File: config.mk
export PLATFORM = sky130hd
export DESIGN_NAME = encode_sib_stream_flat
export DESIGN_NICKNAME = d
export VERILOG_FILES = /design/src/rtl/encode_sib_stream_if.sv /design/src/rtl/encode_sib_stream.sv /design/src/flat_wrapper.sv
export SDC_FILE = /design/constraint.sdc
export NUM_CORES = 1
export LEC_CHECK = 0
export BUFFER_PORTS_ARGS = -buffer_cell sky130_fd_sc_hd__buf_2
export CORE_MARGIN = 1
export CORE_UTILIZATION = 30
export DETAILED_ROUTE_END_ITERATION = 16
export HOLD_SLACK_MARGIN = 0.02
export SLEW_MARGIN = 40
export SYNTH_ARGS = -nofsm -noshare
export SYNTH_HDL_FRONTEND = slang
export SYNTH_SLANG_ARGS = --single-unit
File: constraint.sdc
create_clock -name clock -period 2.35 [get_ports clock]
set_clock_uncertainty 0.2 [all_clocks]
set_input_delay 0.5875 -clock clock [delete_from_list [all_inputs] [get_ports clock]]
set_output_delay 0.5875 -clock clock [all_outputs]
set_load 0.01 [all_outputs]
File: src/rtl/encode_sib_stream_if.sv
// rtl/encode_sib_stream_if.sv - request and encoded byte-stream bundle for encode_sib_stream
interface encode_sib_stream_if;
    logic        req_valid;
    logic        req_ready;
    logic [2:0]  req_reg_field;
    logic        req_base_used;
    logic [2:0]  req_base_index;
    logic        req_index_used;
    logic [2:0]  req_index_index;
    logic [1:0]  req_scale;
    logic [31:0] req_displacement;
    logic        req_error;
    logic        out_valid;
    logic        out_ready;
    logic [7:0]  out_byte;
    logic [1:0]  out_kind;
    logic        out_last;

    modport slave (
        input  req_valid, req_reg_field, req_base_used, req_base_index,
               req_index_used, req_index_index, req_scale, req_displacement,
               out_ready,
        output req_ready, req_error, out_valid, out_byte, out_kind, out_last
    );

    modport master (
        output req_valid, req_reg_field, req_base_used, req_base_index,
               req_index_used, req_index_index, req_scale, req_displacement,
               out_ready,
        input  req_ready, req_error, out_valid, out_byte, out_kind, out_last
    );
endinterface

File: src/rtl/encode_sib_stream.sv
// rtl/encode_sib_stream.sv - ModR/M, SIB and displacement byte-stream encoder
// Option W80386_SIB_ENC_SHORT_DISP_EN enables disp0/disp8 compression.
module encode_sib_stream #(
    parameter bit SIB_ALWAYS = 1'b0
) (
    input  logic                clock,
    input  logic                reset_n,
    encode_sib_stream_if.slave  bus
);
    typedef enum logic [1:0] {IDLE, MODRM, SIB, DISP} state_t;

    state_t      state, state_nxt;
    logic [7:0]  modrm_q, sib_q;
    logic        need_sib_q, has_disp_q;
    logic [31:0] disp_q;
    logic [1:0]  disp_left;
    logic        req_error_q;

    logic        accept, reject, need_sib, has_disp, handshake;
    logic [1:0]  mode, disp_init;
    logic [2:0]  rm;
    logic [7:0]  modrm_c, sib_c;
    logic        out_valid_c, out_last_c;
    logic [7:0]  out_byte_c;
    logic [1:0]  out_kind_c;

    assign accept   = bus.req_valid & (state == IDLE);
    assign reject   = bus.req_index_used & (bus.req_index_index == 3'd4);
    assign need_sib = bus.req_index_used
                    | (bus.req_base_used & (bus.req_base_index == 3'd4))
                    | SIB_ALWAYS;

`ifdef W80386_SIB_ENC_SHORT_DISP_EN
    logic disp_fits8;
    assign disp_fits8 = (&bus.req_displacement[31:7]) | ~(|bus.req_displacement[31:7]);
`endif

    // EBP as base cannot use mod=00: that slot means "no base, disp32".
    always_comb begin
        mode      = 2'b10;
        has_disp  = 1'b1;
        disp_init = 2'd3;
        if (!bus.req_base_used) begin
            mode = 2'b00;
        end
`ifdef W80386_SIB_ENC_SHORT_DISP_EN
        else if ((bus.req_displacement == 32'd0) && (bus.req_base_index != 3'd5)) begin
            mode      = 2'b00;
            has_disp  = 1'b0;
            disp_init = 2'd0;
        end else if (disp_fits8) begin
            mode      = 2'b01;
            disp_init = 2'd0;
        end
`endif
    end

    assign rm      = need_sib ? 3'd4 : (bus.req_base_used ? bus.req_base_index : 3'd5);
    assign modrm_c = {mode, bus.req_reg_field, rm};
    assign sib_c   = {bus.req_index_used ? bus.req_scale : 2'b00,
                      bus.req_index_used ? bus.req_index_index : 3'd4,
                      bus.req_base_used ? bus.req_base_index : 3'd5};

    assign handshake = out_valid_c & bus.out_ready;

    always_ff @(posedge clock or negedge reset_n) begin
        if (!reset_n) begin
            state       <= IDLE;
            modrm_q     <= 8'd0;
            sib_q       <= 8'd0;
            need_sib_q  <= 1'b0;
            has_disp_q  <= 1'b0;
            disp_q      <= 32'd0;
            disp_left   <= 2'd0;
            req_error_q <= 1'b0;
        end else begin
            state       <= state_nxt;
            req_error_q <= accept & reject;
            if (accept & !reject) begin
                modrm_q    <= modrm_c;
                sib_q      <= sib_c;
                need_sib_q <= need_sib;
                has_disp_q <= has_disp;
                disp_q     <= bus.req_displacement;
                disp_left  <= disp_init;
            end else if ((state == DISP) && handshake) begin
                disp_q    <= disp_q >> 8;
                disp_left <= disp_left - 2'd1;
            end
        end
    end

    always_comb begin
        state_nxt   = state;
        out_valid_c = 1'b0;
        out_byte_c  = 8'd0;
        out_kind_c  = 2'd0;
        out_last_c  = 1'b0;
        case (state)
            IDLE: begin
                if (accept && !reject) state_nxt = MODRM;
            end
            MODRM: begin
                out_valid_c = 1'b1;
                out_byte_c  = modrm_q;
                out_kind_c  = 2'd0;
                out_last_c  = !need_sib_q && !has_disp_q;
                if (bus.out_ready)
                    state_nxt = need_sib_q ? SIB : (has_disp_q ? DISP : IDLE);
            end
            SIB: begin
                out_valid_c = 1'b1;
                out_byte_c  = sib_q;
                out_kind_c  = 2'd1;
                out_last_c  = !has_disp_q;
                if (bus.out_ready)
                    state_nxt = has_disp_q ? DISP : IDLE;
            end
            DISP: begin
                out_valid_c = 1'b1;
                out_byte_c  = disp_q[7:0];
                out_kind_c  = 2'd2;
                out_last_c  = (disp_left == 2'd0);
                if (bus.out_ready && (disp_left == 2'd0))
                    state_nxt = IDLE;
            end
        endcase
    end

    assign bus.req_ready = (state == IDLE);
    assign bus.req_error = req_error_q;
    assign bus.out_valid = out_valid_c;
    assign bus.out_byte  = out_byte_c;
    assign bus.out_kind  = out_kind_c;
    assign bus.out_last  = out_last_c;
endmodule

File: src/flat_wrapper.sv
// flat-port wrapper written by rule: the top's interface ports become plain ports
module encode_sib_stream_flat 
#(
    parameter bit SIB_ALWAYS = 1'b0
)
  (clock, reset_n, bus_req_valid, bus_req_reg_field, bus_req_base_used, bus_req_base_index, bus_req_index_used, bus_req_index_index, bus_req_scale, bus_req_displacement, bus_out_ready, bus_req_ready, bus_req_error, bus_out_valid, bus_out_byte, bus_out_kind, bus_out_last);
  encode_sib_stream_if bus_i ();
  input  logic clock;
  input  logic reset_n;
  input wire logic [$bits(bus_i.req_valid)-1:0] bus_req_valid;
  input wire logic [$bits(bus_i.req_reg_field)-1:0] bus_req_reg_field;
  input wire logic [$bits(bus_i.req_base_used)-1:0] bus_req_base_used;
  input wire logic [$bits(bus_i.req_base_index)-1:0] bus_req_base_index;
  input wire logic [$bits(bus_i.req_index_used)-1:0] bus_req_index_used;
  input wire logic [$bits(bus_i.req_index_index)-1:0] bus_req_index_index;
  input wire logic [$bits(bus_i.req_scale)-1:0] bus_req_scale;
  input wire logic [$bits(bus_i.req_displacement)-1:0] bus_req_displacement;
  input wire logic [$bits(bus_i.out_ready)-1:0] bus_out_ready;
  output wire logic [$bits(bus_i.req_ready)-1:0] bus_req_ready;
  output wire logic [$bits(bus_i.req_error)-1:0] bus_req_error;
  output wire logic [$bits(bus_i.out_valid)-1:0] bus_out_valid;
  output wire logic [$bits(bus_i.out_byte)-1:0] bus_out_byte;
  output wire logic [$bits(bus_i.out_kind)-1:0] bus_out_kind;
  output wire logic [$bits(bus_i.out_last)-1:0] bus_out_last;
  assign bus_i.req_valid = bus_req_valid;
  assign bus_i.req_reg_field = bus_req_reg_field;
  assign bus_i.req_base_used = bus_req_base_used;
  assign bus_i.req_base_index = bus_req_base_index;
  assign bus_i.req_index_used = bus_req_index_used;
  assign bus_i.req_index_index = bus_req_index_index;
  assign bus_i.req_scale = bus_req_scale;
  assign bus_i.req_displacement = bus_req_displacement;
  assign bus_i.out_ready = bus_out_ready;
  assign bus_req_ready = bus_i.req_ready;
  assign bus_req_error = bus_i.req_error;
  assign bus_out_valid = bus_i.out_valid;
  assign bus_out_byte = bus_i.out_byte;
  assign bus_out_kind = bus_i.out_kind;
  assign bus_out_last = bus_i.out_last;
  encode_sib_stream #(.SIB_ALWAYS(SIB_ALWAYS)) u_core (.clock(clock), .reset_n(reset_n), .bus(bus_i));
endmodule
==> results.toml <==
[synth]
yosysTopAreaCellShare_pct = 51.8
ys_ff_latch = 54
async_flop_share_pct = 100
syn_area_per_cell_um2 = 10.5
synth_ff_type = "dfrtp_1"
synth_edf_count = 0
yosysSeqAreaShare_pct = 51.8
synth_cell_types = 33
synthesis.nets = 299
synth_area_um2 = 2610
ys_warn_count = 0
synth.largest_area_cell = "dfrtp_1"
ys_top_cells_by_area = "dfrtp_1, mux2i_1, a221o_1, o21ai_0, and2_1"
syn_inst = 249

[finish]
final_core_util_pct = 38.4
stdcell_count = 418
fillerInstances = 830
drive_gt1_share_pct = 29.7
nets = 362
num_antenna_cells = 0
areaGrowthSynthToFinish_pct = 22.3

[die]
rows = 33
die_w_um = 95.2
die-area_um2 = 9070
die_y_um = 95.2
io_pins = 63
core_um2 = 8300
initial_core_util_pct = 31.4

[drt]
ant_nets = 0
drtIter0Drc = 77
avgViaCountPerCell = 4.96
finalWirelength_um = 6520
route.detailed.wl_per_inst_um = 15.6
dr_total_vias = 2073
drc = 0
dr.pass1.iters = 4

[power_and_ir_drop]
vdd_drop_max_mv = 0.361
power_density_nw_per_um2 = 1090
p_leak_uw = 0.00155

[sta]
clock.fmax_mhz = 434
setup_viol = 0
hold_viol_final = 0
fin_crit_sh_pct = 97.9
slew_headroom_pct = 67.3
whs_ns = 0.0335
tightest_slew_ns = 0.489
fin_crit_ns = 2.30
slew_viol_final = 0
rsz0062_at_grt = "true"

[global_route]
grt_max_degree = 38
grt_overflow = 0
grt_pass1_vias = 2145
grt_antenna_before_repair = 0
grt_use_total_pct = 15.5
grt_pass1_wl_um = 10600

[worst_setup_path]
worst_setup_path_start_kind = "register"
cp_data_arrival_time_ns = 1.51
slowest_stage = "dfrtp_2"
crit_end = "bus_out_byte[2]"
rr_startpoint = "u_core.state[1]"
cp_cell_sequence = "clkinvlp_4 > o21ai_0 > buf_2"
startpoint = "u_core.state[1]"
cp.required_ns = 1.56
reg2reg_slack_ns = 0.25
crit_type = "reg -> out"
cp-end-kind = "output pin"
crit_path_max_incr_delay_ns = 0.50
regToRegEndpoint = "u_core.modrm_q[1]"
rr_worst_depth = 4
cp_max_fo = 11

[clocking]
tritoncts = "yes"
clkTransAtPathRegs_ns = 0.09
htreeDepth = 2
numCtsBuffers = 5
cts.sinks = 54
worst_skew_pair.late_latency_ns = 0.30
clockRootBuffer = "clkbuf_8"
clockBufferDepth = 2

[run_status]
outcome = "finished clean"

[placed_design]
dp.cells = 407
gp_congestion = 0.733
io_buffers = 62
dp_hpwl_um = 4480

[min_path]
hold_class = "in -> async"

[run]
cap_violations = 0
==> layout by cell type (no fill, tap or decap), types with 2 or more instances in the layout <==
master	Yosys	final
mux2_2	3	3
nor2b_1	2	2
nand2_1	25	25
a221o_1	16	16
o21ai_0	25	24
inv_1	11	10
buf_4	3	12
mux2i_1	19	19
mux2_1	2	2
dfrtp_2	0	2
dfrtp_1	54	52
nand3_1	18	18
clkinv_2	0	2
nand2b_1	2	2
and2_1	17	17
buf_12	0	2
a31oi_1	4	4
a21oi_1	8	8
buf_2	9	62
nor2_1	6	6
clkbuf_8	0	5
a32o_1	3	3
==> per-layer routing <==
metal	part of all wire (%)	track usage, %	vias up	wire [um]
met2	48	25.8	53	3110
met5	0	0	-	0
li1	-	-	1015	-
met4	0.58	3.91	0	38
met1	47	20.8	1000	3060
met3	4.8	2.87	5	314
==> how the worst min path moves through the flow <==
| stage | startpoint | end | slack (ns) | cells after the start |
|---|---|---|---|---|
| floorplan | reset_n | u_core.bus.req_error | 0.09 | 0 |
| finish | reset_n | u_core.sib_q[7] | 0.03 | 1 |
| detailed placement | u_core.modrm_q[4] | u_core.modrm_q[4] | 0.28 | 1 |
| CTS | reset_n | u_core.sib_q[3] | 0.04 | 1 |
| global placement | u_core.modrm_q[5] | u_core.modrm_q[5] | 0.27 | 1 |
| global route | reset_n | u_core.sib_q[3] | 0.06 | 1 |
==> power by group <==
group / leakage [uW] / total [uW] / switching [uW] / internal [uW]
combinational: 0.000805 / 1300 / 656 / 645
sequential: 0.000686 / 1550 / 249 / 1310
clock: 0.0000579 / 619 / 305 / 314
==> critical path: cells and delay by family, from the launching register on <==
kind	cells	cell delay [ns]
buffers and inverters	2	0.43
flip-flops	1	0.50
AO/OA/AOI/OAI	1	0.28
==> per-stage QoR <==
step                power [uW]  setup slack (ns)  TNS (ns)  cell area [um2]
floorplan                 2390             0.363         0             2610
global placement          2800             0.183         0             3040
detailed placement        2830             0.133         0             3040
CTS                       3460           0.00251         0             3160
global route              3740           -0.0355    -0.108             3190
finish                    3470            0.0482         0             3190
==> cell usage after synthesis, drive strengths merged, types with 6 or more instances <==
library cell  number
o21ai             25
mux2i             19
a21oi              9
nor2               6
a221o             16
and2              17
nand2             25
clkbuf             6
buf               15
nand3             18
dfrtp             54
inv               11
==> logic make-up (layout without fill, tap and decap cells) <==
family	Yosys count	in the layout	share of synthesized area, %
AOI/OAI and AO/OA	62	62	16.6
xor gates and xnor gates	1	1	0.336
adders and majority gates	1	1	0.480
buffers and inverters	32	96	6.33
DFF	54	54	51.8
muxes	24	24	9.45
and+or+nand+nor	75	75	15.0
==> area by class of cell <==
| type | instances | area, um2 | area share (%) |
|---|---|---|---|
| sequential | 54 | 1350 | 42.4 |
| multi-input combinational | 163 | 1100 | 34.4 |
| timing repair buffer | 77 | 452 | 14.2 |
| tap | 105 | 131 | 4.12 |
| clock buffer | 5 | 68.8 | 2.16 |
| inverter | 11 | 45.0 | 1.41 |
| clock inverter | 3 | 40.0 | 1.26 |
==> flip-flops by register name, indices dropped and copies added, names as in the netlist <==
signal                flops
u_core.bus.req_error      1
u_core.state              2
u_core.sib_q              8
u_core.modrm_q            7
u_core.need_sib_q         1
u_core.disp_q            32
u_core.disp_left          2
u_core.has_disp_q         1
==> what timing repair did <==
item                                    in CTS  in global routing
endpoints found under the setup margin       9                  9
resized for setup                            3                  2
hold buffers                                 0                  0
setup buffers                                0                  3
endpoints found under the hold margin        0                  0
Power figures use the tool's default switching activity.
